**src/rtl/ppu_sprite_pkg.sv**
```systemverilog
// ppu_sprite_pkg
// Shared types and helpers for the per-scanline sprite pixel engine:
//   - state_e : line-unit FSM states (IDLE / LOAD / RUN)
//   - slot_t  : contents of one sprite slot (counters, bit-planes, flags)
//   - SPRITE_W: sprite width in pixels
//   - bit_rev : mirrors a pattern byte so horizontally flipped sprites
//               can still be shifted out MSB-first
package ppu_sprite_pkg;

  localparam int SPRITE_W = 8;

  typedef enum logic [1:0] {
    ST_IDLE = 2'd0,
    ST_LOAD = 2'd1,
    ST_RUN  = 2'd2
  } state_e;

  typedef struct packed {
    logic [7:0]          x_cnt;
    logic [3:0]          remain;
    logic [SPRITE_W-1:0] pat1;
    logic [SPRITE_W-1:0] pat0;
    logic [1:0]          attr;
    logic                behind;
    logic                zero;
    logic                active;
  } slot_t;

  function automatic logic [SPRITE_W-1:0] bit_rev(input logic [SPRITE_W-1:0] v);
    logic [SPRITE_W-1:0] r;
    r = {SPRITE_W{1'b0}};
    for (int i = 0; i < SPRITE_W; i++) begin
      r[i] = v[SPRITE_W-1-i];
    end
    return r;
  endfunction

endpackage

```
**src/rtl/sprite_line_unit_slot.sv**
```systemverilog
// sprite_slot
// One sprite slot: X down-counter, remaining-pixel counter and the two
// pattern shift registers. The slot waits X pixels, then presents the MSBs
// of its bit-planes for SPRITE_W pixels.
// Ports:
//   i_clk, i_rst       clock, synchronous active-high reset
//   i_clear            clears the slot (start of a new line)
//   i_load             write this slot from the i_* load fields
//   i_step             one screen pixel advance
//   i_x, i_pat1, i_pat0, i_attr, i_behind, i_zero   load fields (already flipped)
//   o_pattern          pattern currently presented (0 = transparent)
//   o_attr, o_behind, o_zero   slot flags
module sprite_slot
  import ppu_sprite_pkg::*;
(
  input  logic                i_clk,
  input  logic                i_rst,
  input  logic                i_clear,
  input  logic                i_load,
  input  logic                i_step,
  input  logic [7:0]          i_x,
  input  logic [SPRITE_W-1:0] i_pat1,
  input  logic [SPRITE_W-1:0] i_pat0,
  input  logic [1:0]          i_attr,
  input  logic                i_behind,
  input  logic                i_zero,
  output logic [1:0]          o_pattern,
  output logic [1:0]          o_attr,
  output logic                o_behind,
  output logic                o_zero
);

  slot_t r_slot;
  logic  w_showing;

  // The slot is on screen once its X counter is exhausted and pixels remain.
  assign w_showing = r_slot.active && (r_slot.x_cnt == 8'd0) && (r_slot.remain != 4'd0);

  // Slot load, clear and per-pixel counting/shifting.
  always_ff @(posedge i_clk) begin
    if (i_rst || i_clear) begin
      r_slot <= {$bits(slot_t){1'b0}};
    end else if (i_load) begin
      r_slot.x_cnt  <= i_x;
      r_slot.remain <= 4'(SPRITE_W);
      r_slot.pat1   <= i_pat1;
      r_slot.pat0   <= i_pat0;
      r_slot.attr   <= i_attr;
      r_slot.behind <= i_behind;
      r_slot.zero   <= i_zero;
      r_slot.active <= 1'b1;
    end else if (i_step && r_slot.active) begin
      if (r_slot.x_cnt != 8'd0) begin
        r_slot.x_cnt <= r_slot.x_cnt - 8'd1;
      end else if (r_slot.remain != 4'd0) begin
        r_slot.pat1   <= {r_slot.pat1[SPRITE_W-2:0], 1'b0};
        r_slot.pat0   <= {r_slot.pat0[SPRITE_W-2:0], 1'b0};
        r_slot.remain <= r_slot.remain - 4'd1;
      end
    end
  end

  assign o_pattern = w_showing ? {r_slot.pat1[SPRITE_W-1], r_slot.pat0[SPRITE_W-1]} : 2'b00;
  assign o_attr    = r_slot.attr;
  assign o_behind  = r_slot.behind;
  assign o_zero    = r_slot.zero;

endmodule

```
**src/rtl/sprite_line_unit.sv**
```systemverilog
// sprite_line_unit
// Per-scanline sprite pixel engine. During horizontal blank it accepts up
// to NUM_SLOTS sprite entries; during the visible line it emits one
// prioritised sprite pixel per i_pixel_en with one cycle of latency.
// Ports:
//   i_clk, i_rst            clock, synchronous active-high reset
//   i_line_start            clear all slots, enter LOAD (wins over everything)
//   i_load_valid / o_load_ready / i_load_*   sprite load handshake and fields
//   i_run_start             start the visible line (x = 0)
//   i_pixel_en              advance one screen pixel
//   o_pix_valid, o_pix_*    registered winning sprite pixel
//   o_overflow              sticky: too many sprites offered this line
//   o_busy                  line is running
module sprite_line_unit
  import ppu_sprite_pkg::*;
#(
  parameter int NUM_SLOTS   = 8,
  parameter int LINE_PIXELS = 256
) (
  input  logic       i_clk,
  input  logic       i_rst,
  input  logic       i_line_start,
  input  logic       i_load_valid,
  output logic       o_load_ready,
  input  logic [7:0] i_load_x,
  input  logic [7:0] i_load_pat1,
  input  logic [7:0] i_load_pat0,
  input  logic [1:0] i_load_attr,
  input  logic       i_load_hflip,
  input  logic       i_load_behind,
  input  logic       i_load_zero,
  input  logic       i_run_start,
  input  logic       i_pixel_en,
  output logic       o_pix_valid,
  output logic [1:0] o_pix_pattern,
  output logic [1:0] o_pix_attr,
  output logic       o_pix_behind,
  output logic       o_pix_zero,
  output logic       o_overflow,
  output logic       o_busy
);

  localparam int CW = $clog2(NUM_SLOTS + 1);
  localparam int PW = $clog2(LINE_PIXELS + 1);

  state_e           r_state;
  state_e           w_state_nxt;
  logic [CW-1:0]    r_count;
  logic [PW-1:0]    r_px_cnt;
  logic             r_overflow;
  logic             r_pix_valid;
  logic [1:0]       r_pix_pattern;
  logic [1:0]       r_pix_attr;
  logic             r_pix_behind;
  logic             r_pix_zero;

  logic             w_in_load;
  logic             w_load_ready;
  logic             w_load_acc;
  logic             w_px_adv;
  logic             w_last_px;
  logic [SPRITE_W-1:0] w_pat1_in;
  logic [SPRITE_W-1:0] w_pat0_in;

  logic [1:0]       w_slot_pat    [NUM_SLOTS];
  logic [1:0]       w_slot_attr   [NUM_SLOTS];
  logic             w_slot_behind [NUM_SLOTS];
  logic             w_slot_zero   [NUM_SLOTS];

  logic [1:0]       w_win_pat;
  logic [1:0]       w_win_attr;
  logic             w_win_behind;
  logic             w_win_zero;

  assign w_in_load    = (r_state == ST_LOAD);
  assign w_load_ready = w_in_load && (r_count < CW'(NUM_SLOTS));
  // line_start clears everything in the same cycle, so it masks loads and pixels.
  assign w_load_acc   = i_load_valid && w_load_ready && !i_line_start;
  assign w_px_adv     = (r_state == ST_RUN) && i_pixel_en && !i_line_start;
  assign w_last_px    = w_px_adv && (r_px_cnt == PW'(LINE_PIXELS - 1));

  // Flip at load time so every slot always shifts MSB-first.
  assign w_pat1_in = i_load_hflip ? bit_rev(i_load_pat1) : i_load_pat1;
  assign w_pat0_in = i_load_hflip ? bit_rev(i_load_pat0) : i_load_pat0;

  // FSM state register.
  always_ff @(posedge i_clk) begin
    if (i_rst) begin
      r_state <= ST_IDLE;
    end else begin
      r_state <= w_state_nxt;
    end
  end

  // FSM next-state logic.
  always_comb begin
    w_state_nxt = r_state;
    if (i_line_start) begin
      w_state_nxt = ST_LOAD;
    end else begin
      case (r_state)
        ST_IDLE: w_state_nxt = ST_IDLE;
        ST_LOAD: w_state_nxt = i_run_start ? ST_RUN : ST_LOAD;
        ST_RUN:  w_state_nxt = w_last_px ? ST_IDLE : ST_RUN;
        default: w_state_nxt = ST_IDLE;
      endcase
    end
  end

  // Load counter, pixel counter and sticky overflow flag.
  always_ff @(posedge i_clk) begin
    if (i_rst || i_line_start) begin
      r_count    <= {CW{1'b0}};
      r_px_cnt   <= {PW{1'b0}};
      r_overflow <= 1'b0;
    end else begin
      if (w_load_acc) begin
        r_count <= r_count + CW'(1);
      end
      if (w_in_load && i_load_valid && (r_count == CW'(NUM_SLOTS))) begin
        r_overflow <= 1'b1;
      end
      if (w_in_load && i_run_start) begin
        r_px_cnt <= {PW{1'b0}};
      end else if (w_px_adv) begin
        r_px_cnt <= r_px_cnt + PW'(1);
      end
    end
  end

  for (genvar g = 0; g < NUM_SLOTS; g++) begin : g_slot
    sprite_slot u_slot (
      .i_clk     (i_clk),
      .i_rst     (i_rst),
      .i_clear   (i_line_start),
      .i_load    (w_load_acc && (r_count == CW'(g))),
      .i_step    (w_px_adv),
      .i_x       (i_load_x),
      .i_pat1    (w_pat1_in),
      .i_pat0    (w_pat0_in),
      .i_attr    (i_load_attr),
      .i_behind  (i_load_behind),
      .i_zero    (i_load_zero),
      .o_pattern (w_slot_pat[g]),
      .o_attr    (w_slot_attr[g]),
      .o_behind  (w_slot_behind[g]),
      .o_zero    (w_slot_zero[g])
    );
  end

  // Priority encoder: scan from the highest slot down so the lowest
  // opaque slot is the last to overwrite the winner.
  always_comb begin
    w_win_pat    = 2'b00;
    w_win_attr   = 2'b00;
    w_win_behind = 1'b0;
    w_win_zero   = 1'b0;
    for (int i = NUM_SLOTS - 1; i >= 0; i--) begin
      w_win_attr   = (w_slot_pat[i] != 2'b00) ? w_slot_attr[i]   : w_win_attr;
      w_win_behind = (w_slot_pat[i] != 2'b00) ? w_slot_behind[i] : w_win_behind;
      w_win_zero   = (w_slot_pat[i] != 2'b00) ? w_slot_zero[i]   : w_win_zero;
      w_win_pat    = (w_slot_pat[i] != 2'b00) ? w_slot_pat[i]    : w_win_pat;
    end
  end

  // Output pixel register; data holds while no pixel is advanced.
  always_ff @(posedge i_clk) begin
    if (i_rst) begin
      r_pix_valid   <= 1'b0;
      r_pix_pattern <= 2'b00;
      r_pix_attr    <= 2'b00;
      r_pix_behind  <= 1'b0;
      r_pix_zero    <= 1'b0;
    end else if (w_px_adv) begin
      r_pix_valid   <= 1'b1;
      r_pix_pattern <= w_win_pat;
      r_pix_attr    <= w_win_attr;
      r_pix_behind  <= w_win_behind;
      r_pix_zero    <= w_win_zero;
    end else begin
      r_pix_valid   <= 1'b0;
    end
  end

  assign o_load_ready  = w_load_ready;
  assign o_pix_valid   = r_pix_valid;
  assign o_pix_pattern = r_pix_pattern;
  assign o_pix_attr    = r_pix_attr;
  assign o_pix_behind  = r_pix_behind;
  assign o_pix_zero    = r_pix_zero;
  assign o_overflow    = r_overflow;
  assign o_busy        = (r_state == ST_RUN);

endmodule

```
**config.mk**
```make
export PLATFORM = sky130hd
export DESIGN_NAME = sprite_line_unit
export DESIGN_NICKNAME = d
export VERILOG_FILES = /design/src/rtl/ppu_sprite_pkg.sv /design/src/rtl/sprite_line_unit_slot.sv /design/src/rtl/sprite_line_unit.sv
export SDC_FILE = /design/constraint.sdc
export NUM_CORES = 1
export LEC_CHECK = 0
export BUFFER_PORTS_ARGS = -buffer_cell sky130_fd_sc_hd__buf_2
export CORE_MARGIN = 2
export CORE_UTILIZATION = 63
export CTS_CLUSTER_DIAMETER = 100
export CTS_CLUSTER_SIZE = 12
export DETAILED_ROUTE_END_ITERATION = 16
export GPL_TIMING_DRIVEN = 0
export PLACE_DENSITY = 0.86
export SLEW_MARGIN = 20
export SYNTH_ARGS = -nofsm -noshare
export SYNTH_HDL_FRONTEND = slang
export SYNTH_HIERARCHICAL = 1
export SYNTH_SLANG_ARGS = --single-unit
export TNS_END_PERCENT = 20
```
**constraint.sdc**
```tcl
create_clock -name i_clk -period 2.5 [get_ports i_clk]
set_clock_uncertainty 0.1 [all_clocks]
set_input_delay 0.5 -clock i_clk [delete_from_list [all_inputs] [get_ports i_clk]]
set_output_delay 0.5 -clock i_clk [all_outputs]
set_load 0.01 [all_outputs]
```
### Word level (Yosys, flattened, before mapping)

Cells that the tools add are included.

| word-level totals | value |
|---|---|
| register bits | 287 |
| input bits | 35 |
| output and inout bits | 10 |
| word-level logic and storage cells | 349 |

| operators by class | value |
|---|---|
| add/sub/neg operators | 18 |
| $lt $le $gt $ge | 1 |
| equality and inequality tests | 19 |
| mux-type cells | 87 |
| bitwise operators | 8 |
| reduce and logical (&&, ||, !) cells | 134 |

Operator list:

| cell | number |
|---|---|
| 2-to-1 mux 28 bit | 16 |
| 2-to-1 mux 20 bit | 16 |
| 2-to-1 mux 8 bit | 10 |
| logical NOT 8 bit | 8 |
| nonzero test 2 bit | 32 |
| nonzero test 8 bit | 8 |
| subtractor 8 x 1 -> 8 bit (second input constant) | 8 |
| 2-to-1 mux 2 bit | 26 |
| AND reduction 3 bit | 16 |
| logical AND 1 bit | 41 |
| nonzero test 4 bit | 8 |
| subtractor 4 x 1 -> 4 bit (second input constant) | 8 |
| OR reduction 2 bit | 10 |
| 2-to-1 mux 1 bit | 18 |
| == test 4 x 3 -> 1 bit (second input constant) | 4 |
| != test 2 x 1 -> 1 bit (second input constant) | 8 |
| AND reduction 2 bit | 8 |
| adder 9 x 1 -> 9 bit (second input constant) | 1 |
| == test 9 x 8 -> 1 bit (second input constant) | 1 |
| == test 4 x 2 -> 1 bit (second input constant) | 2 |
| inverter 1 bit | 8 |
| adder 4 x 1 -> 4 bit (second input constant) | 1 |
| == test 4 x 1 -> 1 bit (second input constant) | 1 |
| == test 4 bit (second input constant) | 1 |
| 7 further kinds | 7 |

### Depth between registers and ports, before layout

| logic depth | value |
|---|---|
| depth after elaboration | 13 |
| gate-level depth with buffers | 11 |
| gate-level depth less buffers | 9 |

### By module

Netlist, hierarchy kept.

Modules (own cells, without submodules):

| module | instances | cells an instance | area an instance (sq um) | sequential area each (sq um) |
|---|---|---|---|---|
| sprite_slot at g_slot[0].u_slot ... | 4 | 195 | 1620.3 | 660.6 |
| sprite_slot at g_slot[4].u_slot ... | 3 | 192 | 1610.3 | 660.6 |
| sprite_line_unit | 1 | 222 | 1755.4 | 460.4 |
| sprite_slot at g_slot[7].u_slot | 1 | 192 | 1602.8 | 660.6 |

### Worst setup path before layout

Ideal clock, no wire load.

| timing | value |
|---|---|
| path kind | register -> register |
| start point | register r_state[0] |
| end point | register g_slot[7].u_slot/r_slot[22] (netlist bit) |
| library setup time | 0.103 ns |
| arrival time | 2.095 ns |
| data required time | 2.297 ns |
| setup slack | 0.201 ns |
| stages on the path, launching flop included | 10 |
| path buffers | 2 |
| period minus slack after synthesis | 2.299 ns |
| cells stage by stage | dfxtp_1 > inv_1 > ha_1 > nand3b_1 > clkinv_1 > buf_2 > and2_1 > and4_1 > buf_4 > a2111oi_2 |

| on the way | value |
|---|---|
| elaborated cells between the ends (all ways) | 11 |
| those cells by class | 2 x eq/ne; 9 x reduce/logical |

RTL lines:

| what | line | source |
|---|---|---|
| from (decl) | sprite_line_unit.sv:46 | `state_e r_state;` |
| from (signal assigned) | sprite_line_unit.sv:91 | `r_state <= w_state_nxt;` |
| == test 2 bit | n/a |  |
| via o_busy | sprite_line_unit.sv:40 | `output logic o_busy` |
| logical AND 1 bit (2 in a row) | sprite_line_unit.sv:79 | `assign w_px_adv = (r_state == ST_RUN) && i_pixel_en && !i_line_start;` |
| via w_px_adv | sprite_line_unit.sv:60 | `logic w_px_adv;` |
| logical AND 1 bit | sprite_line_unit_slot.sv:52 | `end else if (i_step && r_slot.active) begin` |
| AND reduction 3 bit (no source line) | n/a |  |
| to (signal assigned) | sprite_line_unit_slot.sv:42 | `r_slot <= {$bits(slot_t){1'b0}};` |
| to (decl) | sprite_line_unit_slot.sv:33 | `slot_t r_slot;` |

The timed path passes the listed nets, and every way through them passes these cells.
A chain may end at the register's enable or synchronous reset.

==> reports/qor.csv <==
stage,metric,value,unit
grt,grt_pass1_wl,67.8,mm
setup_path,cp-start-kind,register,
cts,htree_levels,1,
sta,final_hold_viol_count,0,
route,vias_per_cell,6.50,
cts,cts_tree,done,
yosys,synthTopCellsByArea,"dfxtp_1 (39%), nand2_1 (7.7%), a31oi_1 (6.0%)",
setup_path,end_kind,register,
cts,path_clk_slew,0.06,ns
yosys,synth.most_common_cell,nand2_1,
yosys,ys_seq_elements,287,
yosys,synth_top_family_by_area,simple AND/OR/NAND/NOR gates,
power_and_ir_drop,p_leak,5.30,nW
setup_path,cp.arrival,2.78,ns
floorplan,io_pins,45,
yosys,synthAdderAreaFrac,0.0273,
yosys,synth_xor_area_frac,0.0245,
grt,met3_usage,0.0634,
route,detail_route.first_pass.iterations,6,
yosys,synth-edff-count,0,
yosys,async_flop_share,0,
yosys,synth_common_cells,"nand2_1 (302), dfxtp_1 (287), o21ai_0 (162)",
floorplan,die_w,157,um
grt,grt-ovfl-total,0,
sta,setup_violations,0,
floorplan,dieArea,24500,um^2
route,wirelength,43.6,mm
place,hpwl,28.4,mm
sta,finalSetupTns,0,ns
flow_run,cap_violations,0,
cells_and_area,synthToLayoutAreaGrowth,11.0,%
grt,grt_start_max_net_pins,34,
grt,gr-max-usage-layer,met2,
grt,grt_pass1_vias,13000,
cts,hold_buffers,0,
power_and_ir_drop,ir_worst_vdd,0.000493,V
place,port-buffer-count,43,
sta,period_share,0.987,
setup_path,cp.required,2.81,ns
route,wl_per_cell,20.2,um
yosys,synthSimpleGateAreaFrac,0.250,
yosys,synth_compound_gate_area_share,0.202,
cells_and_area,final_util,0.715,
yosys,yosysUniqueCellTypes,76,
floorplan,die_h,157,um
route,route.detailed.drc,0,
setup_path,critPathKind,register to register,
grt,grt_use_met1,0.451,
power_and_ir_drop,powerDensity,528,nW/um^2
setup_path,cp_slowest_cell,nor4b_4,
cts,cts_num_sinks,287,
grt,antenna_found_initial,0,
setup_path,crit_fanout,8,
route,antenna_left,0,
floorplan,initial_core_util,0.644,
sta,slew_violations,0,
yosys,netlist_instances,1770,
floorplan,rows,55,
yosys,synth.area.mux_share,0.0389,
sta,clock.fmax,0.405,GHz
sta,rsz0062_at_grt,yes,
cts,clock_path_buffers,3,
route,vias,14100,
cells_and_area,layout-drive-gt1-share,0.161,
cells_and_area,finalNetCount,1917,
sta,worst_pin_slew,0.670,ns
setup_path,slowest_delay,0.33,ns
yosys,synth_nets,1837,
setup_path,cp_cell_sequence,"inv_1, ha_1, nor4b_4, and2_4, and4_4, nor2_2, or2_2, a31oi_2, o32ai_1",
cts,cts_buffers,27,
place,globalplace.congestion,0.951,
cts,root_buffer,clkbuf_16,
outcome,status,"complete, no violations",
sta,post-route-min-period,2.47,ns
yosys,synth_top_cell_by_area,dfxtp_1,
grt,met2_usage,0.559,
yosys,yosys_warnings,6,
yosys,ys_seq_area_frac,0.392,
sta,maxSlewHeadroom,0.553,
yosys,synthesis.area,14700,um^2
grt,grt_usage,0.347,
yosys,synth_top_area_share,0.392,
hold_path,hold_class,input port to register,
route,dr.first_iter.drc_count,1516,
yosys,synth.avg_cell_area,8.29,um^2
cts,clkLatencyLatePin,0.54,ns
floorplan,coreArea,22800,um^2
yosys,synth_flop_cell,dfxtp_1,
[state kept, by name (all words and copies together) (netlist names)]
signal and cells:
g_slot.u_slot/o_attr 16, g_slot.u_slot/o_behind 8, g_slot.u_slot/o_zero 8, g_slot.u_slot/r_slot 232, o_overflow 1, o_pix_attr 2
o_pix_behind 1, o_pix_pattern 2, o_pix_valid 1, o_pix_zero 1, r_count 4, r_px_cnt 9
r_state 2
[routing by layer]
layer,wire length (um),up-vias
li1,-,6482
met1,17200,6610
met2,19400,770
met3,4510,193
met4,2530,0
met5,0,-
[per-stage QoR]
step / area (um^2) / instances / total power, mW / hold WS, ns / worst slack, ns
global route: 16300 / 2162 / 8.81 / 0.233 / -0.100
detailed placement: 15300 / 2126 / 5.12 / 0.362 / -0.741
finish: 16300 / 2163 / 8.59 / 0.222 / 0.0326
floorplan: 14700 / 1770 / 4.89 / 0.344 / 0.201
global placement: 15300 / 2126 / 5.11 / 0.354 / -0.641
CTS: 16000 / 2150 / 8.59 / 0.204 / -0.0431
[repair_timing]
action                                  CTS  global route
pin swaps                                 0             6
buffers inserted                          0            13
gates resized for setup                  35            61
endpoints found under the setup margin  252           191
[cell usage in the layout, fill, tap and decap left out, types with 9 or more instances in the layout]
cell type	n
mux2i_1	39
and2_1	10
xnor2_1	29
mux2_2	16
clkbuf_16	27
inv_1	59
clkbuf_1	48
xor2_1	12
a21oi_1	55
ha_1	31
and4_1	15
or2_2	12
nand2_1	302
o21ai_0	161
nand3b_1	13
nor2_2	10
nor2_1	122
nand4_1	9
o221ai_1	13
a211oi_1	21
buf_6	10
clkbuf_2	14
buf_2	55
nand3_1	45
a31oi_1	138
buf_4	31
dfxtp_1	285
nor3_1	40
[report_power, final]
group	switching (mW)	leakage, nW	total (mW)	internal, mW
clock	1.65	0.334	3.54	1.89
sequential	0.00687	2.31	4.59	4.58
combinational	0.352	2.65	0.462	0.110
total	2.01	5.30	8.59	6.58
[critical path: cells and delay by family, from the launching register on]
kind / cells / cell delay, ns
flops: 1 / 0.32
buf+inv: 1 / 0.10
fa+ha+maj: 1 / 0.21
compound gates: 2 / 0.36
simple gates: 5 / 1.23
[final cells by class]
| type | count | area (um^2) |
|---|---|---|
| clock buffer | 28 | 679 |
| antenna | 1 | 2.50 |
| inverter | 64 | 245 |
| multi-input combinational | 1299 | 8170 |
| tap | 313 | 392 |
| sequential | 287 | 5750 |
| fill | 1712 | 6500 |
| timing repair buffer | 56 | 313 |
| buffer | 115 | 737 |
[path summary, 6_finish.rpt]
kind | end | slack (ns) | cells after the start | startpoint
hold / removal | r_state[1]$_SDFF_PP0_ | 0.22 | 3 | i_run_start
hold reg to reg | g_slot[5].u_slot/r_slot[11]$_SDFFE_PP0P_ | 0.37 | 2 | g_slot[5].u_slot/r_slot[10]$_SDFFE_PP0P_
setup reg to reg | o_pix_attr[0]$_SDFFE_PP0P_ | 0.03 | 9 | g_slot[5].u_slot/r_slot[26]$_SDFFE_PP0P_
setup / recovery | o_pix_attr[0]$_SDFFE_PP0P_ | 0.03 | 9 | g_slot[5].u_slot/r_slot[26]$_SDFFE_PP0P_
[cells by family after synthesis]
family	count (synthesis)
fa+ha+maj	32
mux	55
compound gates	471
flops	287
simple gates	700
buf+inv	184
xor+xnor	41
(Power assumes the default switching activity.)
